[src/rtl/fir_decim_buffer_pkg.sv]
// Shared sample type for the FIR decimation buffer slice.
package fir_decim_buffer_pkg;
    localparam int SAMPLE_W = 8;
    typedef logic signed [SAMPLE_W-1:0] sample_t;
endpackage

[src/rtl/fir_decim_buffer_if.sv]
// Sample-in / decimated-out stream bundle; master is the buffer itself.
interface fir_decim_buffer_if;
    import fir_decim_buffer_pkg::*;

    sample_t din;
    logic    in_valid;
    sample_t m_data;
    logic    m_valid;
    logic    m_ready;

    modport master (input din, in_valid, m_ready, output m_data, m_valid);
    modport slave  (output din, in_valid, m_ready, input m_data, m_valid);
endinterface

[src/rtl/fir_decim_buffer_sync_fifo.sv]
// Show-ahead synchronous FIFO with a registered head; head holds the last popped word when empty.
module fir_decim_buffer_sync_fifo #(
    parameter int DATA_W = fir_decim_buffer_pkg::SAMPLE_W,
    parameter int DEPTH  = 8
) (
    input  logic                     clk,
    input  logic                     n_rst,
    input  logic                     push,
    input  logic [DATA_W-1:0]        push_data,
    input  logic                     pop,
    output logic [DATA_W-1:0]        head,
    output logic                     full,
    output logic                     empty,
    output logic [$clog2(DEPTH):0]   level
);
    localparam int PTR_W = $clog2(DEPTH);
    localparam int LVL_W = PTR_W + 1;

    logic [DATA_W-1:0] mem [DEPTH];
    logic [PTR_W-1:0]  wr_ptr;
    logic [PTR_W-1:0]  rd_ptr;
    logic [PTR_W-1:0]  rd_ptr_nxt;
    logic              do_push;
    logic              do_pop;

    assign empty      = (level == '0);
    assign full       = (level == LVL_W'(DEPTH));
    assign do_pop     = pop & ~empty;
    assign do_push    = push & (~full | do_pop);
    assign rd_ptr_nxt = rd_ptr + PTR_W'(1);

    always_ff @(posedge clk) begin
        if (do_push) mem[wr_ptr] <= push_data;
    end

    always_ff @(posedge clk or negedge n_rst) begin
        if (!n_rst) begin
            wr_ptr <= '0;
            rd_ptr <= '0;
            level  <= '0;
            head   <= '0;
        end else begin
            if (do_push) wr_ptr <= wr_ptr + PTR_W'(1);
            if (do_pop)  rd_ptr <= rd_ptr_nxt;
            case ({do_push, do_pop})
                2'b10:   level <= level + LVL_W'(1);
                2'b01:   level <= level - LVL_W'(1);
                default: level <= level;
            endcase
            // New word becomes head directly when nothing older remains behind it.
            if (do_push && (empty || (do_pop && level == LVL_W'(1))))
                head <= push_data;
            else if (do_pop && level > LVL_W'(1))
                head <= mem[rd_ptr_nxt];
        end
    end
endmodule

[src/rtl/fir_decim_buffer.sv]
// Drops FIR warm-up samples, boxcar-averages blocks of DECIM samples and queues results.
module fir_decim_buffer #(
    parameter int DECIM      = 4,
    parameter int WARMUP     = 17,
    parameter int FIFO_DEPTH = 8
) (
    input  logic                          clk,
    input  logic                          n_rst,
    fir_decim_buffer_if.master            bus,
    output logic [$clog2(FIFO_DEPTH):0]   level,
    output logic                          ovf,
    input  logic                          clr_ovf
);
    import fir_decim_buffer_pkg::*;

    localparam int LOG2_DECIM = $clog2(DECIM);
    localparam int ACC_W      = SAMPLE_W + LOG2_DECIM;
    localparam int WARM_W     = $clog2(WARMUP + 1);

    logic [WARM_W-1:0]       warm_cnt;
    logic [LOG2_DECIM-1:0]   phase;
    logic signed [ACC_W-1:0] acc;
    logic signed [ACC_W-1:0] din_ext;
    logic signed [ACC_W-1:0] sum;
    logic                    warm_done;
    logic                    accept;
    logic                    last;
    logic                    push;
    logic                    fifo_full;
    logic                    fifo_empty;
    logic                    drop;
    sample_t                 result;

    assign warm_done = (warm_cnt == WARM_W'(WARMUP));
    assign accept    = bus.in_valid & warm_done;
    assign last      = (phase == LOG2_DECIM'(DECIM - 1));
    assign push      = accept & last;
    assign din_ext   = {{LOG2_DECIM{bus.din[SAMPLE_W-1]}}, bus.din};
    assign sum       = acc + din_ext;
    // Dropping the low bits of a signed sum is a flooring divide; the mean of
    // DECIM 8-bit samples always lands back in 8-bit range.
    assign result    = sum[ACC_W-1:LOG2_DECIM];
    assign drop      = push & fifo_full & ~(bus.m_ready & ~fifo_empty);
    assign bus.m_valid = ~fifo_empty;

    always_ff @(posedge clk or negedge n_rst) begin
        if (!n_rst) begin
            warm_cnt <= '0;
            phase    <= '0;
            acc      <= '0;
            ovf      <= 1'b0;
        end else begin
            if (bus.in_valid && !warm_done) warm_cnt <= warm_cnt + WARM_W'(1);
            if (accept) begin
                phase <= phase + LOG2_DECIM'(1);
                acc   <= (phase == '0) ? din_ext : sum;
            end
            if (drop)         ovf <= 1'b1;
            else if (clr_ovf) ovf <= 1'b0;
        end
    end

    fir_decim_buffer_sync_fifo #(
        .DATA_W (SAMPLE_W),
        .DEPTH  (FIFO_DEPTH)
    ) u_sync_fifo (
        .clk       (clk),
        .n_rst     (n_rst),
        .push      (push),
        .push_data (result),
        .pop       (bus.m_ready),
        .head      (bus.m_data),
        .full      (fifo_full),
        .empty     (fifo_empty),
        .level     (level)
    );
endmodule

[src/flat_wrapper.sv]
// flat-port wrapper written by rule: the top's interface ports become plain ports
module fir_decim_buffer_flat import fir_decim_buffer_pkg::*;
#(
    parameter int DECIM      = 4,
    parameter int WARMUP     = 17,
    parameter int FIFO_DEPTH = 8
)
  (clk, n_rst, level, ovf, clr_ovf, bus_din, bus_in_valid, bus_m_ready, bus_m_data, bus_m_valid);
  fir_decim_buffer_if bus_i ();
  input  logic clk;
  input  logic n_rst;
  output logic [$clog2(FIFO_DEPTH):0] level;
  output logic ovf;
  input  logic clr_ovf;
  input wire logic [$bits(bus_i.din)-1:0] bus_din;
  input wire logic [$bits(bus_i.in_valid)-1:0] bus_in_valid;
  input wire logic [$bits(bus_i.m_ready)-1:0] bus_m_ready;
  output wire logic [$bits(bus_i.m_data)-1:0] bus_m_data;
  output wire logic [$bits(bus_i.m_valid)-1:0] bus_m_valid;
  assign bus_i.din = bus_din;
  assign bus_i.in_valid = bus_in_valid;
  assign bus_i.m_ready = bus_m_ready;
  assign bus_m_data = bus_i.m_data;
  assign bus_m_valid = bus_i.m_valid;
  fir_decim_buffer #(.DECIM(DECIM), .WARMUP(WARMUP), .FIFO_DEPTH(FIFO_DEPTH)) u_core (.clk(clk), .n_rst(n_rst), .bus(bus_i), .level(level), .ovf(ovf), .clr_ovf(clr_ovf));
endmodule
[config.mk]
export PLATFORM = sky130hd
export DESIGN_NAME = fir_decim_buffer_flat
export DESIGN_NICKNAME = d
export VERILOG_FILES = /design/src/rtl/fir_decim_buffer_pkg.sv /design/src/rtl/fir_decim_buffer_if.sv /design/src/rtl/fir_decim_buffer_sync_fifo.sv /design/src/rtl/fir_decim_buffer.sv /design/src/flat_wrapper.sv
export SDC_FILE = /design/constraint.sdc
export NUM_CORES = 1
export LEC_CHECK = 0
export CORE_AREA = 5 5 183 97
export CTS_BUF_LIST = sky130_fd_sc_hd__clkbuf_4 sky130_fd_sc_hd__clkbuf_8 sky130_fd_sc_hd__clkbuf_16
export CTS_CLUSTER_SIZE = 25
export DETAILED_ROUTE_END_ITERATION = 12
export DIE_AREA = 0 0 188 102
export GPL_ROUTABILITY_DRIVEN = 0
export GPL_TIMING_DRIVEN = 0
export MAX_ROUTING_LAYER = met4
export SYNTH_ARGS = -nofsm -noshare
export SYNTH_HDL_FRONTEND = slang
export SYNTH_SLANG_ARGS = --single-unit
[constraint.sdc]
create_clock -name clk -period 6 [get_ports clk]
set_input_delay 1.2 -clock clk [delete_from_list [all_inputs] [get_ports clk]]
set_output_delay 1.2 -clock clk [all_outputs]
set_load 0.05 [all_outputs]
After elaboration in Yosys (flattened, before gate mapping)
Memory sizes are Yosys's and may differ from the RTL's. Cells that the tools add are included.

Add/subtract/negate cells: 7. Magnitude comparators: 1. Equality and inequality tests: 6. Mux-type cells: 8. Bitwise logic cells: 10. Reductions and logical operators: 11.

Operators by type and width (number): $mux 8 (2); $add 10x8->10 (1); $mux 10 (1); $pmux 4 s2 (1); $add 3x1->3 const B (2); $and 1x1->1 (6); $reduce_bool 2->1 (3); $add 5x1->5 const B (1); $eq 5x5->1 const B (1); $add 4x1->4 const B (1); $eq 2x2->1 const B (2); $eq 4x1->1 const B (1); $eq 4x4->1 const B (1); $gt 4x1->1 const B (1); $logic_and 1x1->1 (4); $logic_not 4->1 (1); $mux 1 (4); $sub 4x1->4 const B (1); $not 1->1 (3); $add 2x1->2 const B (1); $eq 2x1->1 const B (1); $logic_not 2->1 (1); $logic_not 1->1 (1); $logic_or 1x1->1 (1); $or 1x1->1 (1).

Register bits: 36. RAM bits: 64. Bits of input ports: 13. Output and inout bits: 14. Logic and storage cells: 52. Memories kept: 1.

Memory list: u_core.u_sync_fifo.mem (words 8, width 8, read ports 1, clocked after memory_dff 0, wr ports 1, line fir_decim_buffer_sync_fifo.sv:19) `logic [DATA_W-1:0] mem [DEPTH];`.

Logic depth before layout (Yosys ltp)
Depth in word-level cells: 7. Gate-level depth with buffers: 9. Mapped depth without buffers: 9.

Cells and area by module
From an unflattened synthesis, not the netlist that was laid out.

Cells, all modules: 379. Area, all modules: 4859.7 um^2.

By module, submodules not included: fir_decim_buffer_sync_fifo (instances 1, cells an instance 235, area an instance 3528.4 um^2, sequential area each 2372.3 um^2); fir_decim_buffer (instances 1, cells an instance 144, area an instance 1331.3 um^2, sequential area each 450.4 um^2).

Worst setup path before layout
OpenSTA, ideal clock, no wires.

Path kind: input-to-reg. Start: in bus_din[0]. End: reg u_core.u_sync_fifo.head[6]. Setup time: 67 ps. Data arrival time: 2874 ps. Required time: 5933 ps. Path slack: 3059 ps. Cell stages on the path: 9. Path buffers: 0. Path through: ha_1 -> inv_1 -> fa_1 -> nor2b_1 -> o31ai_2 -> o21ai_0 -> a21oi_1 -> xnor2_1 -> a221o_1.

Cells in the longest elaborated chain, start to end: 2.

RTL lines: start, declared (line flat_wrapper.sv:15) `input wire logic [$bits(bus_i.din)-1:0] bus_din;`; $add 10x8->10 (line fir_decim_buffer.sv:39) `assign sum = acc + din_ext;`; net u_core.sum[8] (line fir_decim_buffer.sv:24) `logic signed [ACC_W-1:0] sum;`; $mux 8 (line fir_decim_buffer_sync_fifo.sv:51) `if (do_push && (empty || (do_pop && level == LVL_W'(1))))`; end signal, assigned (line fir_decim_buffer_sync_fifo.sv:52) `head <= push_data;`; end signal, assigned (line fir_decim_buffer_sync_fifo.sv:54) `head <= mem[rd_ptr_nxt];`; end, declared (line fir_decim_buffer_sync_fifo.sv:11) `output logic [DATA_W-1:0] head,`.

The timed path passes the listed nets, and every way through them passes these cells. A chain may end at the register's enable or synchronous reset.

Worst setup path in the final report
Ends and elaborated chain as after synthesis.

==> flow_summary.toml <==
[status]
status = "finished, final reports clean"

[final_layout]
final_nets = 409
finalNonFillerCells = 591
layout.area.seq_sq_um = 2823
syn_to_final_growth_pct = 16.93
antenna_cells = 0
postLayoutCellArea_sq_um = 5478
multi_input_area_sq_um = 1764
nFillCells = 1564
drive_gt1_frac = 0.1155
post-route-util = 0.3437

[power_and_ir_drop]
p_total_mw = 2.946
cellPowerDensity_nw_per_um2 = 537.9
ir_worst_vdd_mv = 0.1766
leakage_nw = 2.011

[timing]
hold_slack_ns = 0.4857
finalCriticalPeriod_ns = 3.681
fmax_ghz = 0.2717
period_share = 0.6135
fin_ws_ns = 2.319
finClkSkew_ns = 0.007321
slew_violations = 0
setup-violations-final = 0
rsz0062_at_grt = "false"
worst_slew_pin_slew_ns = 1.284
setup_tns_ns = 0
maxSlewHeadroom = 0.1372
hold_viol_final = 0

[setup_path]
start_kind = "primary input"
rr_endpoint = "u_core.u_sync_fifo.mem[1][4]"
crit_type = "primary input to flop"
reg2reg_depth = 8
critPathRequiredTime_ns = 6.29
crit_path_end_kind = "flop"
path_max_fanout = 10
cpPeakStageDelay_ns = 0.78
crit_chain = "clkdlybuf4s50_1 > ha_1 > inv_1 > fa_1 > nor2b_1 > o31ai_2 > o21ai_0 > a21oi_1 > xnor2_1 > a221o_1"
crit_arrival_ns = 3.97
rr_startpoint = "u_core.warm_cnt[1]"
cp_slowest_cell = "xnor2_1"
timing.reg2reg.setup_slack_ns = 2.99

[synthesis]
yosysTopAreaCell = "edfxtp_1"
yosys_warnings = 0
ys_async_sr_fraction = 0.3600
synth_edf_count = 64
syn_area_per_cell_sq_um = 13.82
synth_top_flop_cell = "edfxtp_1"
synth_top_area_frac = 0.4103
yosys.cell_count.top_type = "edfxtp_1"
synthTopCellsByCount = "edfxtp_1, dfrtp_1, nand2_1"
synth-seq-cells = 100
synth.distinct_cells = 53
syn_inst = 339
syn_nets = 371
netlist_area_sq_um = 4684
ys_seq_area_frac = 0.6026
yosys-top-cells-area = "edfxtp_1, dfrtp_1, mux4_2"

[die]
coreArea_sq_um = 15940
rows = 33
die_w_microns = 188
dieArea_sq_um = 19180
start_util = 0.2939
die_y_microns = 102
io_pins = 27

[drt]
vias_per_cell = 4.926
wl_per_cell_microns = 17.72
drt-initial-drc-count = 276
drc = 0
totalWireLength_mm = 10.47
drt_pass1_iterations = 5
ant_nets = 0
num_vias = 2911

[clock_tree]
cts.path.max_buffers = 2
postCtsHoldBufs = 0
clkSinkCount = 100
cts_resized = 0
path_clk_slew_ns = 0.07
cts_root_buffer = "clkbuf_16"
cts_tree = "yes"
cts_made_buffers = 9
ctsHtreeMaxLevel = 3
clock_latency_ns = 0.35
post_cts_buffers = 0

[placed_design]
dp_slack_ns = 1.837
portBuffers = 26
placed_cells = 575
dpl.hpwl_mm = 7.561
placed_area_sq_um = 5202

[run]
maxCapViolCount = 0

[min_path]
worstHoldEndpoint = "u_core.warm_cnt[4]"
hp-class = "flop to flop"
min_path_cells = 1
worstHoldStart = "u_core.warm_cnt[4]"

[global_routing]
grt_usage = 0.1182
overflow = 0
grt_max_degree = 37
grt_pass1_wl_mm = 16.39
antenna_found_initial = 0
grt_pass1_vias = 2867
[power by group]
| part | internal (mW) | total [mW] | switching (mW) |
|---|---|---|---|
| clock network | 0.285 | 0.548 | 0.263 |
| logic | 0.508 | 1.34 | 0.827 |
| registers | 0.968 | 1.06 | 0.0950 |
| total | 1.76 | 2.95 | 1.19 |
[final cells by class]
cell class / count / area share
flip-flops and latches: 100 / 0.5153
clock buffers: 10 / 0.04249
clock inverters: 5 / 0.006396
inverters: 13 / 0.008908
plain buffers: 11 / 0.008908
repair buffers: 27 / 0.04797
multi-input cells: 215 / 0.3221
well taps: 210 / 0.04797
[critical path, delay by kind of cell]
| family | cells | cell delay, ns |
|---|---|---|
| AO/OA/AOI/OAI | 4 | 0.66 |
| buffers and inverters | 2 | 0.55 |
| AND/OR/NAND/NOR | 1 | 0.20 |
| XOR/XNOR | 1 | 0.78 |
| adder cells (fa/ha/maj) | 2 | 0.59 |
[registers in the layout, indices dropped and copies added, names as in the netlist, 2 cells and up]
register / count
u_core.u_sync_fifo.level: 4
u_core.u_sync_fifo.rd_ptr: 3
u_core.u_sync_fifo.mem: 64
u_core.phase: 2
u_core.u_sync_fifo.head: 8
u_core.acc: 10
u_core.warm_cnt: 5
u_core.u_sync_fifo.wr_ptr: 3
[worst max path at each step]
stage / cells past startpoint / to / slack [ns] / startpoint
after global routing: 10 / u_core.u_sync_fifo.head[6] / 2.14 / bus_din[0]
after detailed placement: 6 / u_core.u_sync_fifo.mem[1][0] / 1.84 / bus_in_valid
after floorplan: 9 / u_core.u_sync_fifo.head[6] / 3.06 / bus_din[0]
after global placement: 6 / u_core.u_sync_fifo.mem[1][4] / 1.95 / bus_in_valid
final: 10 / u_core.u_sync_fifo.head[6] / 2.32 / bus_din[0]
after CTS: 9 / u_core.acc[4] / 2.24 / bus_din[0]
[cell families after synthesis]
kind of cell               share of synthesized area
buffers and inverters                        0.02083
muxes                                         0.1116
AOI/OAI and AO/OA                            0.08574
xor gates and xnor gates                     0.03366
and+or+nand+nor                              0.09322
adders and majority gates                    0.05235
DFF                                           0.6026
[layout by cell type (no fill, tap or decap), types with 2 or more instances in the layout]
cell type,synthesis,routed
nand2b_1,5,5
inv_6,0,2
nand3_1,10,10
mux2i_1,14,14
mux4_2,16,16
a221o_1,4,4
nand4_1,2,2
xor2_1,3,3
xnor2_1,15,15
edfxtp_1,64,64
o211ai_1,3,3
clkbuf_16,0,9
a211oi_1,2,2
nand2_1,24,24
o21ai_0,19,19
clkbuf_1,6,6
dfrtp_1,36,36
a22oi_1,2,2
inv_1,13,13
a21oi_1,16,16
buf_2,2,3
mux2_2,2,2
nor3_1,3,3
clkbuf_4,0,2
o21a_1,3,3
and2_1,2,2
a31oi_1,2,2
a21o_1,4,4
clkinv_2,0,2
ha_1,18,18
clkdlybuf4s50_1,0,25
nor2_1,23,23
[layer usage]
metal	track usage	share of wire	vias to the layer above
met5	-	0	-
met2	0.1548	0.41	69
met4	0.03946	0.014	0
li1	-	-	1357
met3	0.03686	0.055	15
met1	0.1714	0.52	1470
(Power assumes the default switching activity.)
